**src/rtl/motor_arm_seq_if.sv**
```systemverilog
// Interface bundling the flight-control commands and the ESC-side outputs of motor_arm_seq.
// The master drives the commands; the slave (the sequencer) drives the speeds and status.
interface motor_arm_seq_if #(
  parameter int unsigned DATA_W = 11
);
  logic              arm;
  logic              kill;
  logic              upd;
  logic [DATA_W-1:0] frnt_cmd;
  logic [DATA_W-1:0] bck_cmd;
  logic [DATA_W-1:0] lft_cmd;
  logic [DATA_W-1:0] rght_cmd;
  logic [DATA_W-1:0] frnt_spd;
  logic [DATA_W-1:0] bck_spd;
  logic [DATA_W-1:0] lft_spd;
  logic [DATA_W-1:0] rght_spd;
  logic              motors_off;
  logic              armed;
  logic              ramping;

  modport master (
    output arm, kill, upd, frnt_cmd, bck_cmd, lft_cmd, rght_cmd,
    input  frnt_spd, bck_spd, lft_spd, rght_spd, motors_off, armed, ramping
  );

  modport slave (
    input  arm, kill, upd, frnt_cmd, bck_cmd, lft_cmd, rght_cmd,
    output frnt_spd, bck_spd, lft_spd, rght_spd, motors_off, armed, ramping
  );
endinterface

```
**src/rtl/motor_arm_seq.sv**
```systemverilog
// Arming / spin-up / spin-down sequencer for the four-ESC PWM stage with per-motor slew limiting.
// Motor index order everywhere: 0=front, 1=back, 2=left, 3=right.
module motor_arm_seq #(
  parameter int unsigned DATA_W     = 11,
  parameter int unsigned ARM_CYCLES = 2500000,
  parameter int unsigned SLEW_DIV   = 500,
  parameter logic [DATA_W-1:0] SLEW_STEP = 11'd16,
  parameter logic [DATA_W-1:0] IDLE_SPD  = 11'd64,
  parameter logic [DATA_W-1:0] MAX_SPD   = 11'd1536
) (
  input  logic               clk,
  input  logic               rst_n,
  motor_arm_seq_if.slave     bus
);

  localparam int unsigned ACNT_W = $clog2(ARM_CYCLES + 1);
  localparam int unsigned TCNT_W = $clog2(SLEW_DIV + 1);
  localparam logic signed [DATA_W:0] STEP_S = {1'b0, SLEW_STEP};

  typedef enum logic [1:0] {S_OFF, S_ARM_WAIT, S_RUN, S_SPIN_DOWN} state_t;

  function automatic logic [DATA_W-1:0] sat_cmd(input logic [DATA_W-1:0] c);
    return (c > MAX_SPD) ? MAX_SPD : c;
  endfunction

  function automatic logic [DATA_W-1:0] run_target(input logic [DATA_W-1:0] c);
    return (c < IDLE_SPD) ? IDLE_SPD : c;
  endfunction

  // Difference is one bit wider than the speeds, so it can never wrap.
  function automatic logic [DATA_W-1:0] slew(input logic [DATA_W-1:0] cur,
                                             input logic [DATA_W-1:0] tgt);
    logic signed [DATA_W:0] diff;
    diff = $signed({1'b0, tgt}) - $signed({1'b0, cur});
    if (diff > STEP_S)       return cur + SLEW_STEP;
    else if (diff < -STEP_S) return cur - SLEW_STEP;
    else                     return tgt;
  endfunction

  state_t                   state_q, state_d;
  logic [3:0][DATA_W-1:0]   spd_q, spd_d;
  logic [3:0][DATA_W-1:0]   cmd_q, cmd_d;
  logic [3:0][DATA_W-1:0]   cmd_in;
  logic [3:0][DATA_W-1:0]   tgt_cur, tgt_nxt;
  logic [ACNT_W-1:0]        arm_cnt_q, arm_cnt_d;
  logic [TCNT_W-1:0]        tick_cnt_q, tick_cnt_d;
  logic                     arm_prev_q;
  logic                     motors_off_q, motors_off_d;
  logic                     armed_q, armed_d;
  logic                     ramping_q, ramping_d;
  logic                     arm_rise;
  logic                     tick;

  assign cmd_in[0] = bus.frnt_cmd;
  assign cmd_in[1] = bus.bck_cmd;
  assign cmd_in[2] = bus.lft_cmd;
  assign cmd_in[3] = bus.rght_cmd;

  assign arm_rise = bus.arm & ~arm_prev_q;
  assign tick     = (tick_cnt_q == TCNT_W'(SLEW_DIV - 1));

  always_comb begin
    state_d      = state_q;
    spd_d        = spd_q;
    cmd_d        = cmd_q;
    arm_cnt_d    = arm_cnt_q;
    tick_cnt_d   = tick_cnt_q;
    motors_off_d = motors_off_q;
    armed_d      = armed_q;
    tgt_cur      = '0;
    tgt_nxt      = '0;

    if (bus.upd) begin
      for (int i = 0; i < 4; i++) cmd_d[i] = sat_cmd(cmd_in[i]);
    end

    // A tick on the same edge as upd slews toward the previously latched command.
    for (int i = 0; i < 4; i++) begin
      tgt_cur[i] = (state_q == S_RUN) ? run_target(cmd_q[i]) : '0;
    end

    if (bus.kill) begin
      state_d      = S_OFF;
      spd_d        = '0;
      motors_off_d = 1'b1;
      armed_d      = 1'b0;
    end else begin
      case (state_q)
        S_OFF: begin
          spd_d        = '0;
          motors_off_d = 1'b1;
          armed_d      = 1'b0;
          if (arm_rise) begin
            state_d      = S_ARM_WAIT;
            arm_cnt_d    = '0;
            motors_off_d = 1'b0;
          end
        end
        S_ARM_WAIT: begin
          spd_d = '0;
          if (!bus.arm) begin
            state_d      = S_OFF;
            motors_off_d = 1'b1;
          end else if (arm_cnt_q == ACNT_W'(ARM_CYCLES - 1)) begin
            state_d    = S_RUN;
            tick_cnt_d = '0;
            armed_d    = 1'b1;
          end else begin
            arm_cnt_d = arm_cnt_q + ACNT_W'(1);
          end
        end
        S_RUN, S_SPIN_DOWN: begin
          tick_cnt_d = tick ? '0 : tick_cnt_q + TCNT_W'(1);
          if (tick) begin
            for (int i = 0; i < 4; i++) spd_d[i] = slew(spd_q[i], tgt_cur[i]);
          end
          if (state_q == S_RUN) begin
            if (!bus.arm) state_d = S_SPIN_DOWN;
          end else if (bus.arm) begin
            state_d = S_RUN;
          end else if (spd_q == '0) begin
            state_d      = S_OFF;
            motors_off_d = 1'b1;
            armed_d      = 1'b0;
          end
        end
        default: begin
          state_d      = S_OFF;
          spd_d        = '0;
          motors_off_d = 1'b1;
          armed_d      = 1'b0;
        end
      endcase
    end

    // ramping is registered against the next state's targets so it lines up with spd.
    for (int i = 0; i < 4; i++) begin
      tgt_nxt[i] = (state_d == S_RUN) ? run_target(cmd_d[i]) : '0;
    end
    ramping_d = ((state_d == S_RUN) || (state_d == S_SPIN_DOWN)) && (spd_d != tgt_nxt);
  end

  always_ff @(posedge clk or negedge rst_n) begin
    if (!rst_n) begin
      state_q      <= S_OFF;
      spd_q        <= '0;
      cmd_q        <= '0;
      arm_cnt_q    <= '0;
      tick_cnt_q   <= '0;
      arm_prev_q   <= 1'b0;
      motors_off_q <= 1'b1;
      armed_q      <= 1'b0;
      ramping_q    <= 1'b0;
    end else begin
      state_q      <= state_d;
      spd_q        <= spd_d;
      cmd_q        <= cmd_d;
      arm_cnt_q    <= arm_cnt_d;
      tick_cnt_q   <= tick_cnt_d;
      arm_prev_q   <= bus.arm;
      motors_off_q <= motors_off_d;
      armed_q      <= armed_d;
      ramping_q    <= ramping_d;
    end
  end

  assign bus.frnt_spd   = spd_q[0];
  assign bus.bck_spd    = spd_q[1];
  assign bus.lft_spd    = spd_q[2];
  assign bus.rght_spd   = spd_q[3];
  assign bus.motors_off = motors_off_q;
  assign bus.armed      = armed_q;
  assign bus.ramping    = ramping_q;

endmodule

```
**src/flat_wrapper.sv**
```systemverilog
// flat-port wrapper written by rule: the top's interface ports become plain ports
module motor_arm_seq_flat 
#(
  parameter int unsigned DATA_W     = 11,
  parameter int unsigned ARM_CYCLES = 2500000,
  parameter int unsigned SLEW_DIV   = 500,
  parameter logic [DATA_W-1:0] SLEW_STEP = 11'd16,
  parameter logic [DATA_W-1:0] IDLE_SPD  = 11'd64,
  parameter logic [DATA_W-1:0] MAX_SPD   = 11'd1536
)
  (clk, rst_n, bus_arm, bus_kill, bus_upd, bus_frnt_cmd, bus_bck_cmd, bus_lft_cmd, bus_rght_cmd, bus_frnt_spd, bus_bck_spd, bus_lft_spd, bus_rght_spd, bus_motors_off, bus_armed, bus_ramping);
  motor_arm_seq_if #(.DATA_W(DATA_W)) bus_i ();
  input  logic clk;
  input  logic rst_n;
  input wire logic [$bits(bus_i.arm)-1:0] bus_arm;
  input wire logic [$bits(bus_i.kill)-1:0] bus_kill;
  input wire logic [$bits(bus_i.upd)-1:0] bus_upd;
  input wire logic [$bits(bus_i.frnt_cmd)-1:0] bus_frnt_cmd;
  input wire logic [$bits(bus_i.bck_cmd)-1:0] bus_bck_cmd;
  input wire logic [$bits(bus_i.lft_cmd)-1:0] bus_lft_cmd;
  input wire logic [$bits(bus_i.rght_cmd)-1:0] bus_rght_cmd;
  output wire logic [$bits(bus_i.frnt_spd)-1:0] bus_frnt_spd;
  output wire logic [$bits(bus_i.bck_spd)-1:0] bus_bck_spd;
  output wire logic [$bits(bus_i.lft_spd)-1:0] bus_lft_spd;
  output wire logic [$bits(bus_i.rght_spd)-1:0] bus_rght_spd;
  output wire logic [$bits(bus_i.motors_off)-1:0] bus_motors_off;
  output wire logic [$bits(bus_i.armed)-1:0] bus_armed;
  output wire logic [$bits(bus_i.ramping)-1:0] bus_ramping;
  assign bus_i.arm = bus_arm;
  assign bus_i.kill = bus_kill;
  assign bus_i.upd = bus_upd;
  assign bus_i.frnt_cmd = bus_frnt_cmd;
  assign bus_i.bck_cmd = bus_bck_cmd;
  assign bus_i.lft_cmd = bus_lft_cmd;
  assign bus_i.rght_cmd = bus_rght_cmd;
  assign bus_frnt_spd = bus_i.frnt_spd;
  assign bus_bck_spd = bus_i.bck_spd;
  assign bus_lft_spd = bus_i.lft_spd;
  assign bus_rght_spd = bus_i.rght_spd;
  assign bus_motors_off = bus_i.motors_off;
  assign bus_armed = bus_i.armed;
  assign bus_ramping = bus_i.ramping;
  motor_arm_seq #(.DATA_W(DATA_W), .ARM_CYCLES(ARM_CYCLES), .SLEW_DIV(SLEW_DIV), .SLEW_STEP(SLEW_STEP), .IDLE_SPD(IDLE_SPD), .MAX_SPD(MAX_SPD)) u_core (.clk(clk), .rst_n(rst_n), .bus(bus_i));
endmodule
```
**config.mk**
```make
export PLATFORM = sky130hd
export DESIGN_NAME = motor_arm_seq_flat
export DESIGN_NICKNAME = d
export VERILOG_FILES = /design/src/rtl/motor_arm_seq_if.sv /design/src/rtl/motor_arm_seq.sv /design/src/flat_wrapper.sv
export SDC_FILE = /design/constraint.sdc
export NUM_CORES = 1
export LEC_CHECK = 0
export CORE_MARGIN = 8
export CORE_UTILIZATION = 58
export CTS_CLUSTER_SIZE = 8
export DETAILED_ROUTE_END_ITERATION = 8
export PLACE_DENSITY = 0.79
export SYNTH_ARGS = -nofsm -noshare
export SYNTH_HDL_FRONTEND = slang
export SYNTH_SLANG_ARGS = --single-unit
```
**constraint.sdc**
```tcl
create_clock -name clk -period 7.8 [get_ports clk]
set_clock_uncertainty 0.2 [all_clocks]
set_input_delay 0.78 -clock clk [delete_from_list [all_inputs] [get_ports clk]]
set_output_delay 0.78 -clock clk [all_outputs]
set_load 0.01 [all_outputs]
```
==> impl_metrics.tcl <==
set metrics [dict create \
    max_stage_delay_ns 0.60 \
    pin_count 96 \
    nNetsFinal 1767 \
    worstMarginPinSlew_ns 1.03 \
    postRouteAntennaNets 0 \
    antennaDiodeCount 0 \
    routed_wl_um 44400 \
    cts_tree "built" \
    cts_resized 0 \
    avgViaCountPerCell 6.93 \
    cpMostUsedCell "a21oi_1" \
    ys_ff_latch 125 \
    setup_violations 0 \
    fin_crit_sh 0.861 \
    synthesis.nets 1710 \
    vias 13500 \
    dieArea_um2 26300 \
    numPortBuffers 95 \
    htreeDepth 4 \
    seq_area_um2 3130 \
    crit_required_ns 7.90 \
    status "complete, no violations" \
    yosys_warnings 0 \
    antenna_found_initial 0 \
    grt_max_degree 77 \
    rsz0062_at_grt "false" \
    netlist_area_um2 12400 \
    maxClockFrequency_ghz 0.149 \
    place.gp.congestion 1.02 \
    core_area_um2 21000 \
    grt-ovfl-total 0 \
    cts_hold_buf 0 \
    syn_avg_cell_area_um2 7.72 \
    criticalPathCategory "reg -> reg" \
    cts_buffers 17 \
    p_per_area_nw_per_um2 118 \
    dpl.hpwl_um 33500 \
    die_h_um 162 \
    grtUsageTotal 0.328 \
    final_layout_size_suffix_gt1_frac 0.0615 \
    async_flop_share 1.00 \
    drc 0 \
    grt_pass1_wl_um 69300 \
    slew_headroom 0.315 \
    whs_ns 0.152 \
    drv_slew 0 \
    cpMaxStageDelayCell "dfrtp_1" \
    root_buffer "clkbuf_16" \
    synth_top_area_share 0.250 \
    synth_seq_area_share 0.252 \
    peakVddDrop_v 0.000157 \
    p_leak_nw 5.79 \
    std_cell_rows 53 \
    hp-class "in -> async" \
    fin_setup_tns_ns 0 \
    start_util 0.590 \
    arrival_ns 6.82 \
    drt_iter0_drc 1744 \
    multiInputGateArea_um2 8590 \
    synth_edf_count 0 \
    end_kind "flop" \
    clkTransAtPathRegs_ns 0.07 \
    fp.dieW_um 162 \
    path_max_fanout 13 \
    dr.pass1.iters 6 \
    fillCellCount 1824 \
    grt_pass1_vias 12800 \
    period_needed_ns 6.72 \
    start_kind "flop" \
    yosys.area.top_type "dfrtp_1" \
    max-cap-violations 0 \
    cts_sinks 125 \
    crit_path_cell_trace "nand2b_1 > a21oi_1 > and2_1 > ha_1 > nor2b_1 > o31a_1 > o22ai_1 > a2111oi_0 > nor4_2 > and4_1 > a21oi_1 > a221oi_1 > a21oi_1 > a221oi_1 > nand4_1 > a2111oi_2 > a31oi_1" \
    synthCells 1605 \
    hold_violations 0 \
    ys_top_cells_by_area "dfrtp_1, ha_1, nor2_1" \
    wl_per_cell_um 22.8 \
    clock_path_buffers 2 \
    ys_types 101 \
    postCtsSetupBuffers 0 \
    clkLatencyLatePin_ns 0.45 \
    area_growth_pct 13.9 \
    synth-main-ff-cell "dfrtp_1" \
]
critical path, delay by kind of cell (launching register included):
kind                     cells  cell delay [ns]
AO/OA/AOI/OAI               10             3.28
AND/OR/NAND/NOR              6             2.24
flip-flops                   1             0.60
adder cells (fa/ha/maj)      1             0.26
synthesized netlist by cell type, types with 6 or more instances:
cell type,count
nand3_1,58
a211o_1,11
dfrtp_1,124
o22ai_1,10
mux2_2,15
o311ai_0,7
a2bb2oi_1,9
a21o_1,17
o2111ai_1,16
o21ai_0,77
o31ai_1,16
a211oi_1,27
and4_1,9
mux2i_1,26
and2_1,38
a22o_1,6
nor2b_1,18
a2111oi_0,6
nor3_1,56
o2bb2ai_1,11
nor4_1,32
o2111a_1,6
xor2_1,16
nand4_1,28
nand2b_1,19
o21ai_1,6
a21oi_1,101
a221oi_1,9
a22oi_1,14
and3_1,28
or3_1,18
or2_2,8
xnor2_1,46
o211ai_1,27
clkbuf_1,60
inv_1,110
nor4b_1,6
nor2_1,145
ha_1,52
a31oi_1,20
a21boi_0,6
or4_1,8
o21a_1,17
nand2_1,138
area by class of cell:
type / instances / share of cell area
Timing Repair Buffer: 107 / 0.0732
Clock inverter: 15 / 0.0116
Multi-Input combinational cell: 1296 / 0.608
Tap cell: 275 / 0.0244
Inverter: 115 / 0.0308
Clock buffer: 17 / 0.0301
Sequential cell: 125 / 0.222
flip-flops by register name (all words and copies together), names as in the netlist:
register	flops
u_core.bus.lft_spd	11
u_core.bus.bck_spd	11
u_core.cmd_q	44
u_core.bus.armed	1
u_core.arm_cnt_q	22
u_core.bus.rght_spd	11
u_core.state_q	2
u_core.bus.motors_off	1
u_core.arm_prev_q	1
u_core.tick_cnt_q	9
u_core.bus.frnt_spd	11
u_core.bus.ramping	1
final timing paths:
kind | cells past startpoint | start | slack [ns] | endpoint
setup / recovery | 17 | u_core.state_q[1] | 1.08 | u_core.bus.ramping
hold / removal | 1 | rst_n | 0.15 | u_core.arm_cnt_q[19]
setup reg to reg | 17 | u_core.state_q[1] | 1.08 | u_core.bus.ramping
hold reg to reg | 2 | u_core.bus.motors_off | 0.31 | u_core.bus.motors_off
max in group asynchronous | 2 | rst_n | 5.78 | u_core.bus.rght_spd[3]
min in group clk | 2 | u_core.bus.motors_off | 0.31 | u_core.bus.motors_off
per-stage QoR:
step / std cells / total power, W / worst slack (ns) / cell area (um2) / utilization
finish: 1950 / 0.00167 / 1.08 / 14100 / 0.672
detailed placement: 1918 / 0.000861 / 1.39 / 13500 / 0.644
CTS: 1950 / 0.00166 / 1.36 / 14100 / 0.672
floorplan: 1605 / 0.000782 / 2.47 / 12400 / -
global route: 1950 / 0.00171 / 0.865 / 14100 / 0.672
global placement: 1918 / 0.000858 / 1.58 / 13500 / 0.644
power by group:
part	leakage [nW]	switching, W	internal (W)
registers	1.67	0.0000217	0.000673
clock network	0.292	0.000382	0.000432
logic	3.83	0.000102	0.0000596
total	5.79	0.000506	0.00116
cell usage in the layout (no fill, tap or decap), drive strengths merged, types with 17 or more instances in the layout:
cell type | netlist | final
mux2i | 26 | 26
inv | 112 | 124
clkdlybuf4s50 | 0 | 93
o211ai | 28 | 28
nor4 | 34 | 34
a21o | 17 | 17
nand4 | 29 | 29
nand3 | 58 | 58
or3 | 18 | 18
dfrtp | 124 | 124
o21ai | 83 | 83
and2 | 38 | 38
ha | 52 | 52
nor2 | 146 | 146
a31oi | 20 | 20
nor3 | 57 | 57
nand2 | 138 | 138
o21a | 17 | 17
nor2b | 18 | 18
o31ai | 17 | 17
clkbuf | 60 | 17
and3 | 28 | 28
a21oi | 103 | 103
xnor2 | 46 | 46
a211oi | 27 | 27
nand2b | 19 | 19
metal layers:
metal  part of all wire  global-route usage  up-vias
met5                  0                   0        -
met4              0.048               0.153        0
met3               0.11              0.0772      196
met2               0.43               0.505      909
met1               0.40               0.428     6253
li1                   -                   -     6148
cells by family (layout without fill, tap and decap cells):
kind of cell | Yosys count | after routing | synth area share
flops | 125 | 125 | 0.252
mux | 42 | 42 | 0.0355
compound gates | 497 | 497 | 0.287
simple gates | 638 | 638 | 0.264
fa+ha+maj | 57 | 57 | 0.0598
buf+inv | 184 | 254 | 0.0568
xor+xnor | 62 | 62 | 0.0438
Power figures use the tool's default switching activity.
